### src/rtl/osc_tick_pkg.sv
// rtl/osc_tick_pkg.sv - shared types, limits and divisor clamp for the tick generator
package osc_tick_pkg;

    // Channel datapath is sized for the widest supported divisor; narrower
    // configurations zero-extend into it.
    localparam int DIV_W_MAX = 32;

    typedef logic [DIV_W_MAX-1:0] div_t;

    localparam div_t DIV_MIN = div_t'(2);
    localparam div_t DIV_ONE = div_t'(1);

    typedef struct packed {
        div_t cnt;
        div_t div;
        div_t pdiv;
        logic en;
        logic pend;
    } chan_state_t;

    function automatic div_t clamp_div(input div_t d);
        return (d < DIV_MIN) ? DIV_MIN : d;
    endfunction

endpackage

### src/rtl/osc_tick_chan.sv
// rtl/osc_tick_chan.sv - one channel: down-counter, shadow divisor, tick/sq decode
module osc_tick_chan
    import osc_tick_pkg::*;
#(
    parameter int   DIV_W   = 16,
    parameter int   DEF_DIV = 100,
    parameter logic RST_EN  = 1'b1
) (
    input  logic             clk,
    input  logic             rst,
    input  logic             wr_i,
    input  logic [DIV_W-1:0] wr_div_i,
    input  logic             wr_en_i,
    input  logic             sync_i,
    output logic             tick_o,
    output logic             sq_o,
    output logic             pend_o
);

    localparam div_t DEF_CL = clamp_div(div_t'(DEF_DIV));

    chan_state_t state_q;
    chan_state_t state_d;
    div_t        wr_div_c;
    div_t        div_eff;

    always_comb begin
        state_d  = state_q;
        wr_div_c = clamp_div(div_t'(wr_div_i));
        div_eff  = '0;

        if (state_q.en) begin
            if (state_q.cnt == '0) begin
                if (state_q.pend) begin
                    state_d.div  = state_q.pdiv;
                    state_d.pend = 1'b0;
                end
                state_d.cnt = state_d.div - DIV_ONE;
            end else begin
                state_d.cnt = state_q.cnt - DIV_ONE;
            end
        end

        // A write landing on the reload cycle bypasses the shadow register.
        if (wr_i) begin
            if (!wr_en_i) begin
                state_d.en   = 1'b0;
                state_d.pend = 1'b0;
                state_d.cnt  = '0;
            end else if (!state_q.en || state_q.cnt == '0) begin
                state_d.en   = 1'b1;
                state_d.div  = wr_div_c;
                state_d.cnt  = wr_div_c - DIV_ONE;
                state_d.pend = 1'b0;
            end else begin
                state_d.pdiv = wr_div_c;
                state_d.pend = 1'b1;
            end
        end

        if (sync_i && state_d.en) begin
            div_eff      = state_d.pend ? state_d.pdiv : state_d.div;
            state_d.div  = div_eff;
            state_d.cnt  = div_eff - DIV_ONE;
            state_d.pend = 1'b0;
        end
    end

    always_ff @(posedge clk) begin
        if (rst) begin
            state_q.cnt  <= DEF_CL - DIV_ONE;
            state_q.div  <= DEF_CL;
            state_q.pdiv <= DEF_CL;
            state_q.en   <= RST_EN;
            state_q.pend <= 1'b0;
        end else begin
            state_q <= state_d;
        end
    end

    assign tick_o = state_q.en && (state_q.cnt == '0);
    assign sq_o   = state_q.en && (state_q.cnt >= (state_q.div >> 1));
    assign pend_o = state_q.pend;

endmodule

### src/rtl/osc_tick_gen.sv
// rtl/osc_tick_gen.sv - NCH programmable tick/square-wave generator with config port and sync
module osc_tick_gen
    import osc_tick_pkg::*;
#(
    parameter int             NCH     = 4,
    parameter int             DIV_W   = 16,
    parameter int             DEF_DIV = 100,
    parameter logic [NCH-1:0] RST_EN  = {NCH{1'b1}},
    localparam int            CH_W    = (NCH > 1) ? $clog2(NCH) : 1
) (
    input  logic             clk,
    input  logic             rst,
    input  logic             cfg_valid,
    output logic             cfg_ready,
    input  logic [CH_W-1:0]  cfg_ch,
    input  logic [DIV_W-1:0] cfg_div,
    input  logic             cfg_en,
    input  logic             sync,
    output logic [NCH-1:0]   tick,
    output logic [NCH-1:0]   sq
);

    logic [NCH-1:0] pend;
    logic [NCH-1:0] wr;

    // Out-of-range channel numbers always see ready and their writes vanish.
    always_comb begin
        cfg_ready = 1'b1;
        wr        = '0;
        for (int i = 0; i < NCH; i++) begin
            if (cfg_ch == CH_W'(i)) begin
                cfg_ready = !pend[i];
            end
        end
        for (int i = 0; i < NCH; i++) begin
            wr[i] = cfg_valid && cfg_ready && (cfg_ch == CH_W'(i));
        end
    end

    for (genvar g = 0; g < NCH; g++) begin : g_chan
        osc_tick_chan #(
            .DIV_W   (DIV_W),
            .DEF_DIV (DEF_DIV),
            .RST_EN  (RST_EN[g])
        ) u_chan (
            .clk      (clk),
            .rst      (rst),
            .wr_i     (wr[g]),
            .wr_div_i (cfg_div),
            .wr_en_i  (cfg_en),
            .sync_i   (sync),
            .tick_o   (tick[g]),
            .sq_o     (sq[g]),
            .pend_o   (pend[g])
        );
    end

endmodule

### config.mk
export PLATFORM = sky130hd
export DESIGN_NAME = osc_tick_gen
export DESIGN_NICKNAME = d
export VERILOG_FILES = /design/src/rtl/osc_tick_pkg.sv /design/src/rtl/osc_tick_chan.sv /design/src/rtl/osc_tick_gen.sv
export SDC_FILE = /design/constraint.sdc
export NUM_CORES = 2
export LEC_CHECK = 0
export ABC_AREA = 1
export CORE_MARGIN = 8
export CORE_UTILIZATION = 35
export DETAILED_ROUTE_END_ITERATION = 16
export DONT_BUFFER_PORTS = 1
export PLACE_DENSITY = 0.55
export SLEW_MARGIN = 15
export SYNTH_ARGS = -nofsm -noshare
export SYNTH_HDL_FRONTEND = slang
export SYNTH_SLANG_ARGS = --single-unit
### constraint.sdc
create_clock -name clk -period 5.6 [get_ports clk]
set_input_delay 0.84 -clock clk [delete_from_list [all_inputs] [get_ports clk]]
set_output_delay 0.84 -clock clk [all_outputs]
set_load 0.05 [all_outputs]
# Word-level counts from Yosys, hierarchy flattened
# Cells that the tools add are included.
op_classes:
  eq_ne: 3
  n_reduce_logical: 38
  magnitude_cmp: 5
  add_sub_neg: 13
  mux: 77
op_table:
  columns: ["op", "n"]
  rows:
  - ["$mux 32", 32]
  - ["$mux 64", 16]
  - ["$sub 32x1->32 const B", 13]
  - ["$mux 98", 4]
  - ["$ge 32x31->1", 4]
  - ["$logic_not 32->1", 4]
  - ["$mux 1", 20]
  - ["$logic_and 1x1->1", 17]
  - ["$lt 16x2->1 const B", 1]
  - ["$mux 16", 1]
  - ["$logic_not 1->1", 8]
  - ["$mux 2", 4]
  - ["$reduce_or 2->1", 4]
  - ["$eq 2x2->1 const B", 2]
  - ["$logic_or 1x1->1", 4]
  - ["$eq 2x1->1 const B", 1]
  - ["$logic_not 2->1", 1]
totals:
  out_inout_bits: 9
  register_bits: 392
  inputBits: 23

# Longest topological paths before layout
depth:
  word_depth: 12
  depth_mapped: 25

# By module
# From an unflattened synthesis, not the netlist that was laid out.
hier_totals:
  hier_cells: 6693
  area_unflattened_um2: 37460.9
by_module_without_submodules:
  columns: ["mod", "instances", "cells_per_inst", "seq_area_each_um2", "area_per_inst_um2"]
  rows:
  - ["osc_tick_chan (g_chan[0].u_chan ...)", 2, 1687, 1961.9, 9462.8]
  - ["osc_tick_chan (g_chan[2].u_chan ...)", 2, 1651, 1961.9, 9227.6]
  - ["osc_tick_gen", 1, 17, 0.0, 80.1]

# Worst setup path before layout
# Ideal clock, no wire load.
synth_timing:
  path_type: "input to register"
  startpoint: "input cfg_ch[1]"
  endpoint: "register g_chan[0].u_chan.state_q[86] (netlist name)"
  path_slack_ns: 2.292
  t_required_ns: 5.536
  setup_time_ns: 0.064
  arrival_time_ns: 3.244
  cell_stages: 21
  n_path_buf: 1
  cell_sequence: "o21ai_0 nand3_2 nand2_8 nand3_2 nor2_8 nand2_4 buf_6 nand2_1 o21ai_1 o21ai_2 ha_1 nand2_1 nor2_1 nand2_1 nor2_4 nand2_1 nand2_1 nand2_1 nand2_1 nand2_1 nor2_1"
synth_via:
  elab_chain_len: 11
  word_cells_on_any_way: 15
  cone_classes: "add/sub (1); eq/ne (3); mux (7); reduce/logical (4)"
synth_lines:
  columns: ["element", "line", "source"]
  rows:
  - ["start: declaration", "osc_tick_gen.sv:15", "input logic [CH_W-1:0] cfg_ch,"]
  - ["$logic_not 2->1", "osc_tick_gen.sv:31", "if (cfg_ch == CH_W'(i)) begin"]
  - ["$mux 1 (3 in series)", "osc_tick_gen.sv:31", null]
  - ["$mux 1 (*)", "osc_tick_gen.sv:31", null]
  - ["named net cfg_ready", "osc_tick_gen.sv:14", "output logic cfg_ready,"]
  - ["$logic_and 1x1->1 (*) (2 in series)", "osc_tick_gen.sv:36", "wr[i] = cfg_valid && cfg_ready && (cfg_ch == CH_W'(i));"]
  - ["$mux 98 (*)", "osc_tick_chan.sv:45", "if (wr_i) begin"]
  - ["$mux 32", "osc_tick_chan.sv:62", "div_eff = state_d.pend ? state_d.pdiv : state_d.div;"]
  - ["$sub 32x1->32", "osc_tick_chan.sv:64", "state_d.cnt = div_eff - DIV_ONE;"]
  - ["$mux 64 (*)", "osc_tick_chan.sv:61", "if (sync_i && state_d.en) begin"]
  - ["end signal: assignment", "osc_tick_chan.sv:77", "state_q <= state_d;"]
  - ["end: declaration", "osc_tick_chan.sv:22", "chan_state_t state_q;"]
# Mark *: on every way through the listed nets, which the timed path passes. The rest lies on a longest branch.
# A chain may end at the register's enable or synchronous reset.

# Worst setup path after layout
layout_timing:
  startpoint: "register g_chan[0].u_chan.state_q[80] (netlist name)"
  endpoint: "register g_chan[0].u_chan.state_q[82] (netlist name)"
layout_via:
  elab_chain_len: 9
  word_cells_on_any_way: 20
  cone_classes: "add/sub (2); mux (15); reduce/logical (3)"
layout_lines:
  columns: ["element", "line", "source"]
  rows:
  - ["$logic_not 32->1", "osc_tick_chan.sv:33, osc_tick_chan.sv:50", null]
  - ["$mux 32", "osc_tick_chan.sv:33", "if (state_q.cnt == '0) begin"]
  - ["$mux 64", "osc_tick_chan.sv:32", "if (state_q.en) begin"]
  - ["$mux 64", "osc_tick_chan.sv:50", "end else if (!state_q.en || state_q.cnt == '0) begin"]
  - ["$mux 64", "osc_tick_chan.sv:46", "if (!wr_en_i) begin"]
  - ["$mux 98 (*)", "osc_tick_chan.sv:45", null]
  - ["$mux 32", "osc_tick_chan.sv:62", null]
  - ["$sub 32x1->32", "osc_tick_chan.sv:64", null]
  - ["$mux 64 (*)", "osc_tick_chan.sv:61", null]
# Mark *: on every way between the ends. The rest lies on a longest branch, timed or not.

==> impl_metrics.py <==
metrics = {
    "status": {
        "status": "finished clean",
    },
    "timing": {
        "finalSetupViolCount": 0,
        "rsz0062_at_grt": "false",
        "drv_slew": 0,
        "relSlewSlack_pct": 21.0,
        "fin_skew_ns": 0.0228,
        "period_needed_ns": 4.47,
        "hold_viol_final": 0,
        "fmax_mhz": 224,
        "min_period_over_period_pct": 79.8,
        "worstMarginPinSlew_ns": 1.18,
        "fin_setup_tns_ns": 0,
    },
    "setup_path": {
        "start_kind": "register",
        "crit_type": "register to register",
        "critPathMaxFanout": 36,
        "critPathRequiredTime_ns": 6.13,
        "crit_arrival_ns": 5.00,
        "worstSetupEndpointType": "register",
        "r2r_start": "g_chan[0].u_chan.state_q[80]",
        "crit_start": "g_chan[0].u_chan.state_q[80]",
    },
    "die": {
        "num_rows": 117,
        "core-area_um2": 102000,
        "die_x_um": 337,
        "io_pins": 32,
        "die_h_um": 337,
        "start_util_pct": 35.3,
        "die_area_um2": 113000,
    },
    "place": {
        "gp_congestion": 0.957,
        "port_buffers": 0,
        "dp.cells": 7593,
        "post-dp-hpwl_mm": 107,
    },
    "final_layout": {
        "layout_commonest_cell": "nand2_1",
        "synthToLayoutAreaGrowth_pct": 7.48,
        "antenna_cells": 0,
        "drive_gt1_share_pct": 6.71,
        "nets": 6437,
        "final_cell_mix": "2,208 x nand2_1, 791 x nor2_1, 712 x inv_1, 560 x nand3_1, 415 x o21ai_0",
        "final_cells": 7691,
    },
    "synthesis": {
        "yosysSeqAreaShare_pct": 21.8,
        "synth_top_area_share_pct": 23.0,
        "synthTopCellsByArea": "nand2_1 23%, dfxtp_1 22%, nor2_1 8.3%",
        "mappedNetlistNets": 6597,
        "synth_warnings": 0,
        "ys_seq_elements": 392,
        "avgSynthCellArea_um2": 5.58,
        "async_reset_ff_share_pct": 0,
        "synth_area_um2": 36000,
        "synth_edf_count": 0,
        "synthFlopType": "dfxtp_1",
        "synth_cell_type_count": 61,
        "synthCells": 6440,
        "yosys.area.top_type": "nand2_1",
    },
    "drt": {
        "wl_per_cell_um": 19.4,
        "wl_mm": 149,
        "vias_per_cell": 5.38,
        "dr_wl_met3_mm": 12.7,
        "initialDrtViolationCount": 4246,
        "route.met2.wl_mm": 64.8,
        "firstDrtPassIters": 6,
        "drc": 0,
        "met1_length_mm": 66.8,
        "ant_nets": 0,
        "vias": 41391,
        "top_layer_used": "met4",
    },
    "grt": {
        "overflow": 0,
        "grt_start_max_net_pins": 208,
        "grt_use_total_pct": 25.4,
        "first_global_vias": 37749,
        "antenna_found_initial": 3,
        "grt_pass1_wl_mm": 228,
    },
    "clocking": {
        "h-tree-depth": 2,
        "cts-resized-gates": 0,
        "cts_hold_buf": 0,
        "cts_tree": "yes",
        "cts_buffers": 53,
        "clock_sinks": 392,
        "cts-root-buf": "clkbuf_16",
        "clockBufferDepth": 3,
        "clock_latency_ns": 0.65,
        "post_cts_buffers": 0,
        "clk_pin_slew_worst_paths_ns": 0.06,
    },
    "pwr": {
        "leakage_nw": 19.8,
        "ir_drop_mv": 0.268,
        "power_density_nw_per_um2": 245,
    },
    "min_path": {
        "min_from": "rst",
        "hp-class": "primary input to register",
    },
    "flow_run": {
        "cap_violations": 0,
    },
}
[cell families after synthesis]
family | share of synthesized area [%]
simple gates | 46.0
buf+inv | 11.7
fa+ha+maj | 4.66
xor+xnor | 1.19
flops | 21.8
compound gates | 14.5
mux | 0.0939
[flip-flops by register name, indices dropped and copies added, names as in the netlist]
name and count:
g_chan.u_chan.state_q 388, g_chan.u_chan.pend_o 4
[layer usage]
layer  global-route usage, %  vias to the layer above
li1                        -                    20234
met1                    35.3                    19186
met2                    40.1                     1678
met3                    3.89                      293
met4                    8.19                        0
met5                       0                        -
[critical path, cell delays in order, from the launching register on]
cell	delay, ns
dfxtp_1	0.40
nor2_1	0.12
nand2_1	0.11
nor2_1	0.36
nand2_1	0.19
nor2_4	0.14
buf_4	0.40
nand2_2	0.11
nand2_1	0.58
nand2_4	0.48
nand3_1	0.19
nand2_1	0.12
ha_1	0.25
nand2_1	0.12
nor2_1	0.10
nand2_1	0.19
nor2_4	0.08
nand2_1	0.06
nand2_1	0.05
o21ai_0	0.20
nor2_1	0.05
[cell usage after synthesis (9+ instances only)]
master,n
nand2_1,2208
nor2_1,798
inv_1,715
nand3_1,560
o21ai_0,415
dfxtp_1,392
a21oi_1,297
clkbuf_1,165
ha_1,134
o211ai_1,92
nor2_2,69
buf_2,65
nand2_2,53
nand4_1,48
xor2_1,42
nor3_1,34
or2_2,33
buf_4,30
nor2_4,30
nand3b_1,26
o21ai_1,24
buf_6,22
a31oi_1,19
buf_1,15
a211oi_1,13
o22ai_1,13
nand2_4,11
o221ai_1,10
inv_2,9
[final cells by class]
type / instances / area (µm²)
Clock inverter: 17 / 216
Multi-Input combinational cell: 5019 / 23900
Tap cell: 1368 / 1710
Fill cell: 11549 / 63200
Clock buffer: 81 / 1550
Sequential cell: 392 / 7860
Timing Repair Buffer: 83 / 623
Inverter: 731 / 2750
[report_power, final]
group	total [mW]	switching [mW]	internal (mW)
Combinational	2.78	1.96	0.819
Clock	3.63	1.50	2.13
Sequential	3.08	0.134	2.95
Total	9.49	3.60	5.89
[metrics by stage]
stage	utilization, %	hold WS, ns	instance area [µm²]	setup slack (ns)	power (mW)
final	37.9	0.273	38700	1.13	9.49
after global routing	37.9	0.252	38700	0.802	10.0
after CTS	37.9	0.286	38700	1.17	9.50
after detailed placement	36.2	0.450	36900	1.04	5.86
after global placement	36.2	0.443	36900	1.03	5.85
after floorplan	-	0.429	36000	2.29	5.13
[final timing paths]
| kind | end | slack (ns) | depth (start not counted) |
|---|---|---|---|
| min | g_chan[3].u_chan.state_q[3] | 0.27 | 1 |
| min reg2reg | g_chan[0].u_chan.state_q[18] | 0.46 | 2 |
| max | g_chan[0].u_chan.state_q[82] | 1.13 | 20 |
| max reg2reg | g_chan[0].u_chan.state_q[82] | 1.13 | 20 |
Note: power is estimated with default switching activity, not from simulation.
